[src/rtl/led_out_pkg.sv]
// Shared types and helpers for the LED blink output path.
//   led_state_e  : blink FSM encoding (IDLE, ON, OFF)
//   timer_width  : bit width of the phase timer for given ON/OFF lengths
package led_out_pkg;

  typedef enum logic [1:0] {
    ST_IDLE = 2'd0,
    ST_ON   = 2'd1,
    ST_OFF  = 2'd2
  } led_state_e;

  // Width that holds max(on_c, off_c); the timer only ever loads len-1.
  function automatic int unsigned timer_width(input int unsigned on_c,
                                              input int unsigned off_c);
    int unsigned m;
    m = (on_c > off_c) ? on_c : off_c;
    return $clog2(m + 1);
  endfunction

endpackage

[src/rtl/blink_timer.sv]
// Loadable down-counter that times one ON or OFF phase.
//   clk, rst   : clock, synchronous active-low reset
//   load_i     : load load_val_i this cycle (phase entry)
//   load_val_i : phase length minus one
//   done_o     : registered, high while the count is zero
module blink_timer #(
  parameter int unsigned W = 3
) (
  input  logic         clk,
  input  logic         rst,
  input  logic         load_i,
  input  logic [W-1:0] load_val_i,
  output logic         done_o
);

  logic [W-1:0] cnt_q, cnt_d;
  logic         done_q, done_d;

  // Count down and stop at zero; done is kept equal to (cnt == 0) in a flop.
  always_comb begin
    cnt_d = cnt_q;
    if (load_i) begin
      cnt_d = load_val_i;
    end else if (cnt_q != '0) begin
      cnt_d = cnt_q - W'(1);
    end
    done_d = (cnt_d == '0);
  end

  always_ff @(posedge clk) begin
    if (!rst) begin
      cnt_q  <= '0;
      done_q <= 1'b1;
    end else begin
      cnt_q  <= cnt_d;
      done_q <= done_d;
    end
  end

  assign done_o = done_q;

endmodule

[src/rtl/led_blink_out.sv]
// Turns one-cycle event pulses into visible LED blinks (ON_CYCLES lit, then
// OFF_CYCLES dark). Events that arrive mid-blink are queued in a saturating
// pending counter; a lost event sets the sticky ovf flag.
//   clk, rst : clock, synchronous active-low reset
//   ev       : event pulse, each high cycle is one event
//   clr      : drop queued events and clear ovf (current blink finishes)
//   led      : LED drive (registered)
//   busy     : high whenever a blink is in progress (registered)
//   pend_cnt : queued events not yet started (registered)
//   ovf      : sticky lost-event flag (registered)
module led_blink_out
  import led_out_pkg::*;
#(
  parameter int unsigned ON_CYCLES  = 4,
  parameter int unsigned OFF_CYCLES = 4,
  parameter int unsigned PEND_W     = 3
) (
  input  logic              clk,
  input  logic              rst,
  input  logic              ev,
  input  logic              clr,
  output logic              led,
  output logic              busy,
  output logic [PEND_W-1:0] pend_cnt,
  output logic              ovf
);

  localparam int unsigned TW = timer_width(ON_CYCLES, OFF_CYCLES);
  localparam logic [PEND_W-1:0] PEND_MAX = '1;
  localparam logic [TW-1:0] ON_LOAD  = TW'(ON_CYCLES - 1);
  localparam logic [TW-1:0] OFF_LOAD = TW'(OFF_CYCLES - 1);

  led_state_e        state_q, state_d;
  logic [PEND_W-1:0] pend_q, pend_d;
  logic              ovf_q, ovf_d;
  logic              led_q, busy_q;
  logic              tmr_load;
  logic [TW-1:0]     tmr_val;
  logic              tmr_done;
  logic              ev_eff;
  logic              queue_ev;

  blink_timer #(
    .W (TW)
  ) u_timer (
    .clk        (clk),
    .rst        (rst),
    .load_i     (tmr_load),
    .load_val_i (tmr_val),
    .done_o     (tmr_done)
  );

  // Next-state, timer load and pending-counter update.
  always_comb begin
    state_d  = state_q;
    pend_d   = pend_q;
    ovf_d    = ovf_q;
    tmr_load = 1'b0;
    tmr_val  = ON_LOAD;
    queue_ev = 1'b0;
    // clr discards a same-cycle event
    ev_eff   = ev & ~clr;

    unique case (state_q)
      ST_IDLE: begin
        if (ev_eff) begin
          state_d  = ST_ON;
          tmr_load = 1'b1;
        end else if (pend_q != '0 && !clr) begin
          state_d  = ST_ON;
          tmr_load = 1'b1;
          pend_d   = pend_q - PEND_W'(1);
        end
      end
      ST_ON: begin
        queue_ev = ev_eff;
        if (tmr_done) begin
          state_d  = ST_OFF;
          tmr_load = 1'b1;
          tmr_val  = OFF_LOAD;
        end
      end
      ST_OFF: begin
        if (tmr_done) begin
          // An event at the very end of OFF starts the next blink directly.
          if (ev_eff) begin
            state_d  = ST_ON;
            tmr_load = 1'b1;
          end else if (pend_q != '0 && !clr) begin
            state_d  = ST_ON;
            tmr_load = 1'b1;
            pend_d   = pend_q - PEND_W'(1);
          end else begin
            state_d = ST_IDLE;
          end
        end else begin
          queue_ev = ev_eff;
        end
      end
      default: begin
        state_d = ST_IDLE;
      end
    endcase

    // Saturating queue; an event that does not fit is flagged.
    if (queue_ev) begin
      if (pend_q == PEND_MAX) begin
        ovf_d = 1'b1;
      end else begin
        pend_d = pend_q + PEND_W'(1);
      end
    end

    if (clr) begin
      pend_d = '0;
      ovf_d  = 1'b0;
    end
  end

  // State and output flops; led/busy are decoded from the next state.
  always_ff @(posedge clk) begin
    if (!rst) begin
      state_q <= ST_IDLE;
      pend_q  <= '0;
      ovf_q   <= 1'b0;
      led_q   <= 1'b0;
      busy_q  <= 1'b0;
    end else begin
      state_q <= state_d;
      pend_q  <= pend_d;
      ovf_q   <= ovf_d;
      led_q   <= (state_d == ST_ON);
      busy_q  <= (state_d != ST_IDLE);
    end
  end

  assign led      = led_q;
  assign busy     = busy_q;
  assign pend_cnt = pend_q;
  assign ovf      = ovf_q;

endmodule

[config.mk]
export PLATFORM = sky130hd
export DESIGN_NAME = led_blink_out
export DESIGN_NICKNAME = d
export VERILOG_FILES = /design/src/rtl/led_out_pkg.sv /design/src/rtl/blink_timer.sv /design/src/rtl/led_blink_out.sv
export SDC_FILE = /design/constraint.sdc
export NUM_CORES = 1
export LEC_CHECK = 0
export CAP_MARGIN = 10
export CORE_AREA = 2 2 39 41
export DETAILED_ROUTE_END_ITERATION = 10
export DIE_AREA = 0 0 41 43
export DONT_BUFFER_PORTS = 1
export PLACE_DENSITY = 0.72
export SYNTH_ARGS = -nofsm -noshare
export SYNTH_HDL_FRONTEND = slang
export SYNTH_SLANG_ARGS = --single-unit
[constraint.sdc]
create_clock -name clk -period 1.96 [get_ports clk]
set_input_delay 0.196 -clock clk [delete_from_list [all_inputs] [get_ports clk]]
set_output_delay 0.196 -clock clk [all_outputs]
set_load 0.05 [all_outputs]
# Word-level counts from Yosys, hierarchy flattened
# Cells that the tools add are included.
# totals
output_inout_bits,6
input_bits,4
register_bits,12
word_cells,48
# op_classes
muxes,22
addsub,3
n_bitwise,3
reduce_logical,9
n_eq_ne,4
# op_table
cell,n
2-to-1 mux 3 bit,7
2-to-1 mux 2 bit,4
2-to-1 mux 1 bit,7
one-hot mux 2 bit (3 select lines),1
one-hot mux 3 bit (2 select lines),1
nonzero test 3 bit,2
subtractor 3 x 1 -> 3 bit (second input constant),2
== test 2 x 1 -> 1 bit (second input constant),2
adder 3 x 1 -> 3 bit (second input constant),1
== test 3 bit (second input constant),1
zero test 3 bit,1
one-hot mux 1 bit (3 select lines),1
== test 2 bit (second input constant),1
zero test 2 bit,1
inverter 1 bit,2
one-hot mux 1 bit (2 select lines),1
AND reduction 2 bit,1
nonzero test 2 bit,1
OR reduction 2 bit,1
AND 1 bit,1
logical AND 1 bit,1
zero test 1 bit,1

# Longest topological paths before layout
# Gate-level depths: netlist of run 1.
# logic_depth
word_depth,8
mapped_depth,6
ltp_nobuf,6

# Cells and area by module
# Synthesis of run 1 repeated with hierarchy kept, for this count alone.
# unflattened
cells_unflattened,84
area_unflattened_um2,774.5
# modules_own_cells
module,n_inst,cells_per_inst,area_per_inst_um2,seq_area_each_um2
led_blink_out,1,62,541.8,160.2
blink_timer,1,22,232.7,80.1

# Least setup slack after synthesis of run 1
# OpenSTA, ideal clock, no wires.
# synth_timing
path_kind,register to register
start,reg pend_q[0] (netlist: pend_cnt[0])
end,reg led_q (netlist: led)
required_ns,1.869
stages_incl_launch_ff,7
setup_ns,0.091
arrival_time_ns,1.868
path_slack_ns,0.001
period_less_slack_ns,1.959
n_path_buf,0
path_cell_list,dfxtp_1 -> inv_1 -> ha_1 -> nor3b_1 -> or3_4 -> a21o_1 -> a311oi_1
# synth_via
elab_chain_len,7
elab_cells_between_ends,9
classes_between,1 x eq/ne; 6 x mux; 2 x reduce/logical
# synth_lines
element,line_no,source
from (decl),led_blink_out.sv:34,"logic [PEND_W-1:0] pend_q, pend_d;"
from (signal assigned),led_blink_out.sv:130,pend_q <= pend_d;
nonzero test 3 bit *,"led_blink_out.sv:69, led_blink_out.sv:89",
logical AND 1 bit *,"led_blink_out.sv:69, led_blink_out.sv:89",
2-to-1 mux 1 bit,led_blink_out.sv:89,end else if (pend_q != '0 && !clr) begin
2-to-1 mux 1 bit,led_blink_out.sv:86,if (ev_eff) begin
2-to-1 mux 2 bit,led_blink_out.sv:84,if (tmr_done) begin
one-hot mux 2 bit (3 select lines) *,led_blink_out.sv:64,unique case (state_q)
== test 2 x 1 -> 1 bit *,led_blink_out.sv:132,led_q <= (state_d == ST_ON);
to (signal assigned),led_blink_out.sv:132,
to (decl),led_blink_out.sv:36,"logic led_q, busy_q;"
# Every way passes the cells marked *; elsewhere a longest branch is shown, timed or not.
# A chain may end at the register's enable or synchronous reset.

# Worst setup path after layout of run 1
# layout_timing
start,reg state_q[1]
end,reg led_q (netlist: led)
# layout_via
elab_chain_len,4
elab_cells_between_ends,9
classes_between,3 x eq/ne; 5 x mux; 1 x reduce/logical
# layout_lines
element,line_no,source
from (decl),led_blink_out.sv:33,"led_state_e state_q, state_d;"
from (signal assigned),led_blink_out.sv:129,state_q <= state_d;
2-to-1 mux 2 bit,led_blink_out.sv:69,end else if (pend_q != '0 && !clr) begin
2-to-1 mux 2 bit,led_blink_out.sv:66,if (ev_eff) begin
one-hot mux 2 bit (3 select lines) *,led_blink_out.sv:64,
== test 2 x 1 -> 1 bit *,led_blink_out.sv:132,
# Marks and branches as above.

==> results of run 1 <==
## path summary, 6_finish.rpt
kind	startpoint	to	slack [ns]
setup / recovery	state_q[1]	led	0.27
hold / removal	rst	u_timer.cnt_q[0]	0.04
hold reg to reg	u_timer.cnt_q[2]	u_timer.cnt_q[2]	0.57
setup reg to reg	state_q[1]	led	0.27
## metal layers
metal  part of all wire, %  GRT usage (%)
met1                    44           23.8
met5                     0              0
met4                   2.1           7.33
met3                   5.8           6.81
met2                    47           30.6
## area by class of cell
cell class / instances / area [µm²]
fillers: 124 / 539
clock buffers: 4 / 36.3
repair buffers: 4 / 32.5
flip-flops and latches: 12 / 240
well taps: 16 / 20.0
inverters: 8 / 30.0
multi-input cells: 66 / 485
## flip-flops by register name, summed over array words and instances (netlist names)
name / count
state_q: 2
ovf: 1
led: 1
pend_cnt: 3
busy: 1
u_timer.done_o: 1
u_timer.cnt_q: 3
## power by group through the flow
stage          sequential, mW  clock, mW  combinational [mW]
2_1_floorplan           0.349          0               0.254
3_3_place_gp            0.355          0               0.294
3_5_place_dp            0.358          0               0.309
4_1_cts                 0.352      0.202               0.313
5_1_grt                 0.359      0.211               0.350
6_report                0.353      0.199               0.311
## cell families (layout without fill, tap and decap cells)
| family | Yosys count | in the layout | synth area share, % |
|---|---|---|---|
| compound gates | 30 | 30 | 26.0 |
| xor+xnor | 1 | 1 | 1.16 |
| fa+ha+maj | 10 | 10 | 16.6 |
| buf+inv | 8 | 16 | 3.97 |
| flops | 12 | 12 | 31.8 |
| mux | 2 | 2 | 2.65 |
| simple gates | 23 | 23 | 17.9 |
## cells in the final DEF (no fill, tap or decap), types with 2 or more instances in the layout
| cell type | netlist | routed |
|---|---|---|
| dfxtp_1 | 12 | 12 |
| mux2i_1 | 2 | 2 |
| o21a_1 | 2 | 2 |
| a311oi_1 | 2 | 2 |
| nor2_1 | 4 | 4 |
| nand2_1 | 3 | 3 |
| or2_2 | 3 | 3 |
| nor3b_1 | 2 | 2 |
| buf_4 | 0 | 3 |
| a31oi_1 | 2 | 2 |
| inv_1 | 8 | 8 |
| clkbuf_4 | 0 | 3 |
| o21ai_0 | 9 | 9 |
| ha_1 | 10 | 10 |
| a21oi_2 | 2 | 2 |
| nor2b_1 | 2 | 2 |
| nand2b_1 | 4 | 4 |
| or3_1 | 3 | 3 |
| a21oi_1 | 6 | 6 |
## worst max-delay path, cell delays in order (launching register included)
cell and delay [ns]:
dfxtp_1 0.43, ha_1 0.28, a21oi_2 0.11, or3_4 0.39, a21o_1 0.20, a311oi_1 0.19
==> summary.txt, run 1 <==
Status
  • Status: completed

Worst setup path
  • R2r worst-path depth: 5
  • Crit path launch type: flop
  • WP data required: ~2.2 ns
  • CP arrival: 1.87 ns
  • Critical setup path kind: flop to flop
  • Crit path max fanout: 6
  • Kind of end point of the critical path: flop

GRT
  • Largest net degree at the start of global routing: 8
  • Initial antenna violation count: 0
  • Vias in the first global route: 595
  • First-pass GRT wire length: 2.41 mm
  • GRT Total Usage: 19.7%
  • GR Overflow Total: 0

Synth
  • Most area-hungry cell type in the Yosys netlist: dfxtp_1
  • Count leader, synth: dfxtp_1
  • Synth Instances: 86
  • Syn Nets: 100
  • Seq/Total Area, Yosys: 31.8%
  • Fraction of registers with async set/reset: 0%
  • Post-synth EDFFs: 0
  • Top_reg_cell synth: dfxtp_1
  • Synthesized flop and latch total: 12
  • Mapped Area: ~760 µm²
  • Syn Area/Cell: 8.79 µm²
  • Count of cell types in the netlist: 27
  • Synthesis Warnings: 0
  • Commonest cells post-synth: 12 x dfxtp_1, 10 x ha_1, 9 x o21ai_0
  • Synth top area share: 31.8%
  • Dominant cells by area after synthesis: dfxtp_1 32%, ha_1 17%, o21ai_0 6.0%, a21oi_1 4.0%, inv_1 4.0%

Cells and area
  • Nets: 109
  • Share of layout cells above drive strength 1: 16.0%
  • Layout Utilization: 61.0%
  • Final non-filler cell total: 110
  • Area Overhead vs Synth: 11.8%
  • Fin area: between 800 and 900 µm²
  • Antenna diodes: 0

Power
  • Leak: about 0.33 nW
  • Total internal power: 0.547 mW
  • Sw Share: 36.7%
  • Power per standard cell area: 1020 nW/µm²
  • Overall power: 0.863 mW
  • Reg power frac: 40.9%
  • Clock share of power: 23.1%
  • Net Switching: 0.316 mW
  • Logic pwr share: 36.1%
  • Peak supply drop: 0.697 mV

Timing
  • Worst slew pin tran: 0.509 ns
  • Clock skew: 0.000463 ns
  • Crit share post-route: between 80% and 90%
  • RSZ-0062 raised after global routing: false
  • Tmin final: about 1.7 ns
  • Pins Over Slew Limit: 0
  • Final Hold Violating Endpoints: 0
  • Setup_tns: 0 ns
  • Endpoints failing setup: 0
  • Max Clk Rate: 593 MHz
  • Min Hold Slack: 0.0365 ns
  • Setup ws final: 0.274 ns
  • Slew headroom: 66.0%

CTS
  • TritonCTS clock tree: done
  • Clk_lat worst skew: around 0.27 ns
  • Num CTS Buffers: 3
  • Number of setup buffers added after CTS: 0
  • Resize count post-CTS: 0
  • Clock input transition at the sequential cells of the worst setup and hold paths: about 0.08 ns
  • H-tree depth: 1
  • CTS Hold Bufs: 1
  • CTS max path bufs: 2
  • CTS Root Cell: clkbuf_4
  • Sink Count: 12

Detailed routing
  • First DRT Iteration DRCs: 21
  • Vias/cell: 5.80
  • Detailed Routing Iterations Pass 1: 4
  • Remaining DRCs: 0
  • Detailed-route wire length: 1.45 mm
  • WL/cell: 13.2 µm
  • Vias: 638
  • ANT nets after route: 0

Hold path
  • Hold Path Depth: 1
  • HP Class: input port to flop

Die
  • Placeable Area: 1380 µm²
  • Initial core utilization: 54.6%
  • Number of core rows: 14
  • Die Area: roughly 1800 µm²
  • Die Span Y: ~43 µm
  • Top Ports: 10
  • Die Span X: 41 µm

Placed design
  • Detailed placement HPWL: roughly 1.2 mm
  • Buffers added on ports: 0
  • Setup WS pre-CTS: 0.307 ns
  • Placed Area: 798 µm²
  • GPL Wtd Cong: between 0.7 and 0.8
  • DP Cell Count: 105

Flow run
  • Max-cap viol count: 0
Power figures use the tool's default switching activity.
==> inputs of run 2 (changes only) <==
--- a/config.mk
+++ b/config.mk
@@ -6,11 +6,11 @@
 export NUM_CORES = 1
 export LEC_CHECK = 0
 export CAP_MARGIN = 10
-export CORE_AREA = 2 2 39 41
+export CORE_MARGIN = 2
+export CORE_UTILIZATION = 53
 export DETAILED_ROUTE_END_ITERATION = 10
-export DIE_AREA = 0 0 41 43
 export DONT_BUFFER_PORTS = 1
-export PLACE_DENSITY = 0.72
+export PLACE_DENSITY = 0.71
 export SYNTH_ARGS = -nofsm -noshare
 export SYNTH_HDL_FRONTEND = slang
 export SYNTH_SLANG_ARGS = --single-unit
==> constraint.sdc (replaced) <==
create_clock -name clk -period 1.5 [get_ports clk]
set_input_delay 0.15 -clock clk [delete_from_list [all_inputs] [get_ports clk]]
set_output_delay 0.15 -clock clk [all_outputs]
set_load 0.05 [all_outputs]
==> run 2 against run 1 <==
  * The flow now finishes with violations (negative setup slack)
  * Routed wire length up 23%
  * Sequential power up 31%
  * Largest power group is now combinational logic
  * Via count up 5.8%
  * Die area down 1.1%
  * Critical endpoint unchanged
  * Clock power up 7%
  * Non-clock buffer count up 11
  * Combinational power up 62%
  * Setup slack worse by 0.33 ns
  * Clock skew up 0.0047 ns
  * Largest cell class unchanged
  * Clock-buffer cell count unchanged
  * First-iteration DRC count down 24%
==> summary.txt, run 2 (synthesis gave the netlist of run 1 again) <==
Timing
  • Min Hold Slack: ~0.0056 ns
  • Final Hold Violating Endpoints: 0
  • RSZ-0062 raised after global routing: true
  • Tmin final: roughly 1.6 ns
  • Max Clk Rate: 643 MHz
  • Endpoints failing setup: 1
  • Clock skew: 0.00519 ns
  • Worst slew pin tran: 0.499 ns
  • Slew headroom: 66.7%
  • Setup ws final: -0.0544 ns
  • Pins Over Slew Limit: 0
  • Crit share post-route: 104%

Status
  • Failing checks: negative setup slack
  • Status: finished with violations

CTS
  • Clock input transition at the sequential cells of the worst setup and hold paths: around 0.080 ns
  • H-tree depth: 1
  • Clk_lat worst skew: 0.27 ns
  • Num CTS Buffers: 3
  • Sink Count: 12
  • CTS Root Cell: clkbuf_4
  • TritonCTS clock tree: done
  • CTS max path bufs: 2

Placed design
  • Detailed placement HPWL: 1.21 mm
  • Buffers added on ports: 0
  • Placed Area: 888 µm²
  • GPL Wtd Cong: 0.865

Die
  • Die Span Y: 41.8 µm
  • Die Span X: ~42 µm
  • Number of core rows: 13
  • Die Area: 1740 µm²
  • Placeable Area: 1320 µm²
  • Initial core utilization: 57.4%
  • Top Ports: 10

Cells and area
  • Area Overhead vs Synth: 41.7%
  • Layout Utilization: 81.3%
  • Nets: 120
  • Fin area: 1070 µm²
  • Antenna diodes: 0
  • Most common cell after layout, fill and taps aside: buf_4
  • Share of layout cells above drive strength 1: a little over two fifths
  • Most frequent cells in the layout: 13 x buf_4, 7 x dfxtp_1, 6 x ha_1

Detailed routing
  • First DRT Iteration DRCs: 16
  • Detailed-route wire length: ~1.8 mm
  • Vias/cell: about 5.6
  • Vias: 675
  • ANT nets after route: 0
  • WL/cell: 14.8 µm
  • Detailed Routing Iterations Pass 1: 4
  • Remaining DRCs: 0

Worst setup path
  • CP arrival: roughly 1.7 ns
  • Critical setup path kind: flop to flop
  • Crit path max fanout: 3
  • Crit path launch type: flop
  • WP data required: approximately 1.7 ns
  • R2r worst-path depth: 6
  • Reg2reg start: pend_cnt[0]
  • Register-to-Register Setup Slack: -0.05 ns
  • Setup crit start: pend_cnt[0]
  • Kind of end point of the critical path: flop

GRT
  • Vias in the first global route: 671
  • Initial antenna violation count: 0
  • GR Overflow Total: 0
  • First-pass GRT wire length: 2.90 mm
  • Largest net degree at the start of global routing: 8
  • GRT Total Usage: between 20% and 30%

Power
  • Leak: approximately 0.41 nW
  • Power per standard cell area: 1100 nW/µm²
  • Peak supply drop: 0.947 mV
  • Total internal power: approximately 0.74 mW
  • Reg power frac: approximately two fifths
  • Clock share of power: 18.0%
  • Logic pwr share: a little over two fifths
  • Net Switching: 0.443 mW
  • Sw Share: between 30% and 40%

Hold path
  • Hold Path Depth: 1
  • HP Class: input port to flop
  • Hold Path Origin: rst

Flow run
  • Max-cap viol count: 0
-- run 2: cell count changes in the layout (fill, tap and decap cells not counted), moves of 3 or more --
cell     before  now
buf_4         3   13
dfxtp_1      12    7
dfxtp_4       0    3
ha_1         10    6
ha_4          0    4
inv_1         8    4
o21ai_0       9    3
o21ai_1       0    4
-- run 2: metal layers --
metal	up-vias	GRT usage [%]	wire, µm
met5	-	0	0
met4	0	7.74	22
met3	4	4.35	80
met2	18	38.4	928
met1	306	26.5	745
li1	347	-	-
-- run 2: cell type report --
class	instances	area [µm²]
clock buffer	4	26.3
fill	85	246
inverter	8	35.0
multi-input combinational	66	619
sequential	12	254
tap	15	18.8
timing repair buffer	15	118
-- run 2: timing repair --
action / in CTS / in global routing
pin swaps: 3 / 5
hold endpoints to repair: 1 / 1
setup endpoints to repair: 9 / 8
hold buffers: 1 / 1
gates resized for setup: 14 / 17
setup buffers: 1 / 1
-- run 2: critical path: stages (launching register included) --
cell and delay, ns:
dfxtp_4 0.38, inv_4 0.05, ha_4 0.15, nor3b_4 0.14, or3_4 0.35, a21o_1 0.20, a311oi_1 0.18
-- run 2: power by group through the flow --
stage	sequential [mW]	clock (mW)	combinational (mW)
2_1_floorplan	0.453	0	0.337
3_3_place_gp	0.458	0	0.427
3_5_place_dp	0.465	0	0.440
4_1_cts	0.462	0.214	0.465
5_1_grt	0.472	0.226	0.575
6_report	0.464	0.212	0.503
-- run 2: path summary, 6_finish.rpt --
check	end
setup / recovery	led
hold / removal	u_timer.cnt_q[0]
setup reg to reg	led
hold reg to reg	u_timer.cnt_q[2]
-- run 2: stage by stage --
step	setup WS (ns)	setup TNS, ns	power [mW]	cells
floorplan	-0.0773	-0.0812	0.790	86
global placement	-0.0547	-0.100	0.885	112
detailed placement	-0.101	-0.295	0.906	112
CTS	-0.0622	-0.0832	1.14	118
global route	-0.102	-0.153	1.27	120
finish	-0.0544	-0.0544	1.18	120
==> inputs of run 3 (changes only) <==
--- a/config.mk
+++ b/config.mk
@@ -5,12 +5,12 @@
 export SDC_FILE = /design/constraint.sdc
 export NUM_CORES = 1
 export LEC_CHECK = 0
+export ABC_AREA = 1
 export CAP_MARGIN = 10
 export CORE_MARGIN = 2
-export CORE_UTILIZATION = 53
+export CORE_UTILIZATION = 35
 export DETAILED_ROUTE_END_ITERATION = 10
 export DONT_BUFFER_PORTS = 1
-export PLACE_DENSITY = 0.71
 export SYNTH_ARGS = -nofsm -noshare
 export SYNTH_HDL_FRONTEND = slang
 export SYNTH_SLANG_ARGS = --single-unit
==> run 3 against run 2 <==
  * The flow now finishes without violations
  * Via count decreased by 1.5%
  * Setup slack improved by 0.22 ns
  * Global-route usage down 9.6 points
  * Design area decreased by 16%
  * Sequential share of layout area increased by 3.6 points
  * Sequential cell count did not move
  * First-iteration DRC count shrank 81%
  * Die area grew 52%
==> summary.txt, run 3 <==
Synth
  • Mapped Area: roughly 800 µm²
  • Fraction of registers with async set/reset: 0%
  • Top_reg_cell synth: dfxtp_1
  • Syn Area/Cell: 7.24 µm²
  • Most area-hungry cell type in the Yosys netlist: dfxtp_1
  • Post-synth EDFFs: 0
  • Dominant cells by area after synthesis: dfxtp_1 30%, ha_1 16%, nand2_1 9.5%, inv_1 9.0%, nand2_2 4.8%
  • Seq/Total Area, Yosys: slightly above 30%
  • Commonest cells post-synth: 20 x nand2_1, 19 x inv_1, 12 x dfxtp_1
  • Synthesized flop and latch total: 12
  • Synth top area share: 30.4%
  • Synthesis Warnings: 0
  • Synth Instances: 109
  • Count leader, synth: nand2_1
  • Syn Nets: 123
  • Count of cell types in the netlist: 20

Timing
  • Crit share post-route: about 90%
  • RSZ-0062 raised after global routing: false
  • Endpoints failing setup: 0
  • Worst slew pin tran: 0.476 ns
  • Pins Over Slew Limit: 0
  • Setup ws final: 0.162 ns
  • Max Clk Rate: 748 MHz
  • Setup_tns: 0 ns
  • Clock skew: 0.00192 ns
  • Slew headroom: 68.2%
  • Final Hold Violating Endpoints: 0
  • Tmin final: 1.34 ns

Worst setup path
  • CP arrival: 1.55 ns
  • Critical setup path kind: flop to flop
  • WP data required: 1.71 ns
  • Crit path launch type: flop
  • Kind of end point of the critical path: flop
  • Register-to-Register Setup Slack: roughly 0.16 ns
  • Crit path max fanout: 4

Die
  • Die Span X: 51.5 µm
  • Top Ports: 10
  • Die Span Y: around 50 µm
  • Die Area: 2650 µm²
  • Placeable Area: about 2200 µm²
  • Number of core rows: 17
  • Initial core utilization: 36.4%

CTS
  • Clk_lat worst skew: 0.27 ns
  • CTS Root Cell: clkbuf_4
  • H-tree depth: 1
  • CTS max path bufs: 2
  • TritonCTS clock tree: done
  • Sink Count: 12
  • Clock input transition at the sequential cells of the worst setup and hold paths: 0.08 ns
  • Num CTS Buffers: 3

GRT
  • Largest net degree at the start of global routing: 8
  • GR Overflow Total: 0
  • First-pass GRT wire length: 2.54 mm
  • Initial antenna violation count: 0
  • GRT Total Usage: 12.4%
  • Vias in the first global route: 642

Placed design
  • Setup WS pre-CTS: 0.124 ns
  • Detailed placement HPWL: between 1 and 1.5 mm
  • GPL Wtd Cong: 0.808
  • DP Cell Count: around 140
  • Buffers added on ports: 0

Power
  • Peak supply drop: 0.551 mV
  • Leak: 0.441 nW
  • Power per standard cell area: 1290 nW/µm²

Cells and area
  • Area Overhead vs Synth: 13.8%
  • Most common cell after layout, fill and taps aside: nand2_1
  • Most frequent cells in the layout: 20 x nand2_1, 19 x inv_1, 10 x ha_1
  • Nets: approximately 130
  • Final non-filler cell total: 145
  • # fillers: 242
  • Reg area: 245 µm²
  • Area occupied by multi-input gates: 465 µm²
  • Layout Utilization: 41.4%
  • Antenna diodes: 0
  • Share of layout cells above drive strength 1: around a quarter

Detailed routing
  • Detailed-route wire length: 1.44 mm
  • Vias: 665
  • Vias/cell: 4.59
  • Detailed Routing Iterations Pass 1: 4
  • WL/cell: 9.90 µm
  • First DRT Iteration DRCs: 3
  • Remaining DRCs: 0
  • ANT nets after route: 0

Flow run
  • Max-cap viol count: 0

Hold path
  • HP Class: input port to flop

Status
  • Status: completed
run 3: routing by layer:
layer  part of all wire (%)  vias to the layer above  track usage (%)
li1                       -                      354                -
met5                      0                        -                0
met2                     50                        9             22.0
met3                    3.8                        0             4.60
met1                     46                      302             14.6
met4                      0                        0             1.75
run 3: final cells by class:
| type | count | share of cell area, % |
|---|---|---|
| multi-input cells | 74 | 51.8 |
| flip-flops and latches | 12 | 27.3 |
| well taps | 28 | 3.90 |
| repair buffers | 4 | 3.34 |
| inverters | 23 | 9.61 |
| clock buffers | 4 | 4.04 |
run 3: cell families (layout without fill, tap and decap cells):
family,count (synthesis),after routing,synth area share (%)
adders and majority gates,10,10,15.8
DFF,12,12,30.4
xor gates and xnor gates,2,2,2.22
and+or+nand+nor,43,43,27.3
AOI/OAI and AO/OA,19,19,13.3
buffers and inverters,23,31,10.9
run 3: final timing paths:
check | startpoint | endpoint | cells after the start
worst min register to register | u_timer.cnt_q[1] | u_timer.cnt_q[1] | 2
worst max-delay path | state_q[0] | pend_cnt[2] | 8
worst max register to register | state_q[0] | pend_cnt[2] | 8
worst min-delay path | clr | pend_cnt[0] | 3
run 3: stage by stage:
| step | power (mW) | hold slack (ns) | area (µm²) |
|---|---|---|---|
| after floorplan | 0.828 | 0.322 | 792 |
| after global placement | 0.891 | 0.357 | 857 |
| after detailed placement | 0.904 | 0.353 | 857 |
| final | 1.16 | 0.0628 | 898 |
| after CTS | 1.17 | 0.0531 | 893 |
| after global routing | 1.27 | 0.0846 | 898 |
run 3: critical path: stages (launching register included):
cell,delay [ns]
dfxtp_2,0.36
inv_1,0.07
ha_1,0.23
nand2_1,0.09
o21ai_1,0.10
or2_1,0.22
nand2_1,0.05
inv_1,0.04
a21oi_1,0.12
run 3: report_power, final:
group / internal [mW] / total [mW] / switching [mW]
registers: 0.393 / 0.481 / 0.0876
clock network: 0.148 / 0.260 / 0.112
logic: 0.155 / 0.417 / 0.263
total: 0.695 / 1.16 / 0.463
run 3: what timing repair did:
action,CTS,global route
resized for setup,0,3
hold buffers,0,0
endpoints found under the setup margin,0,3
setup buffers,0,0
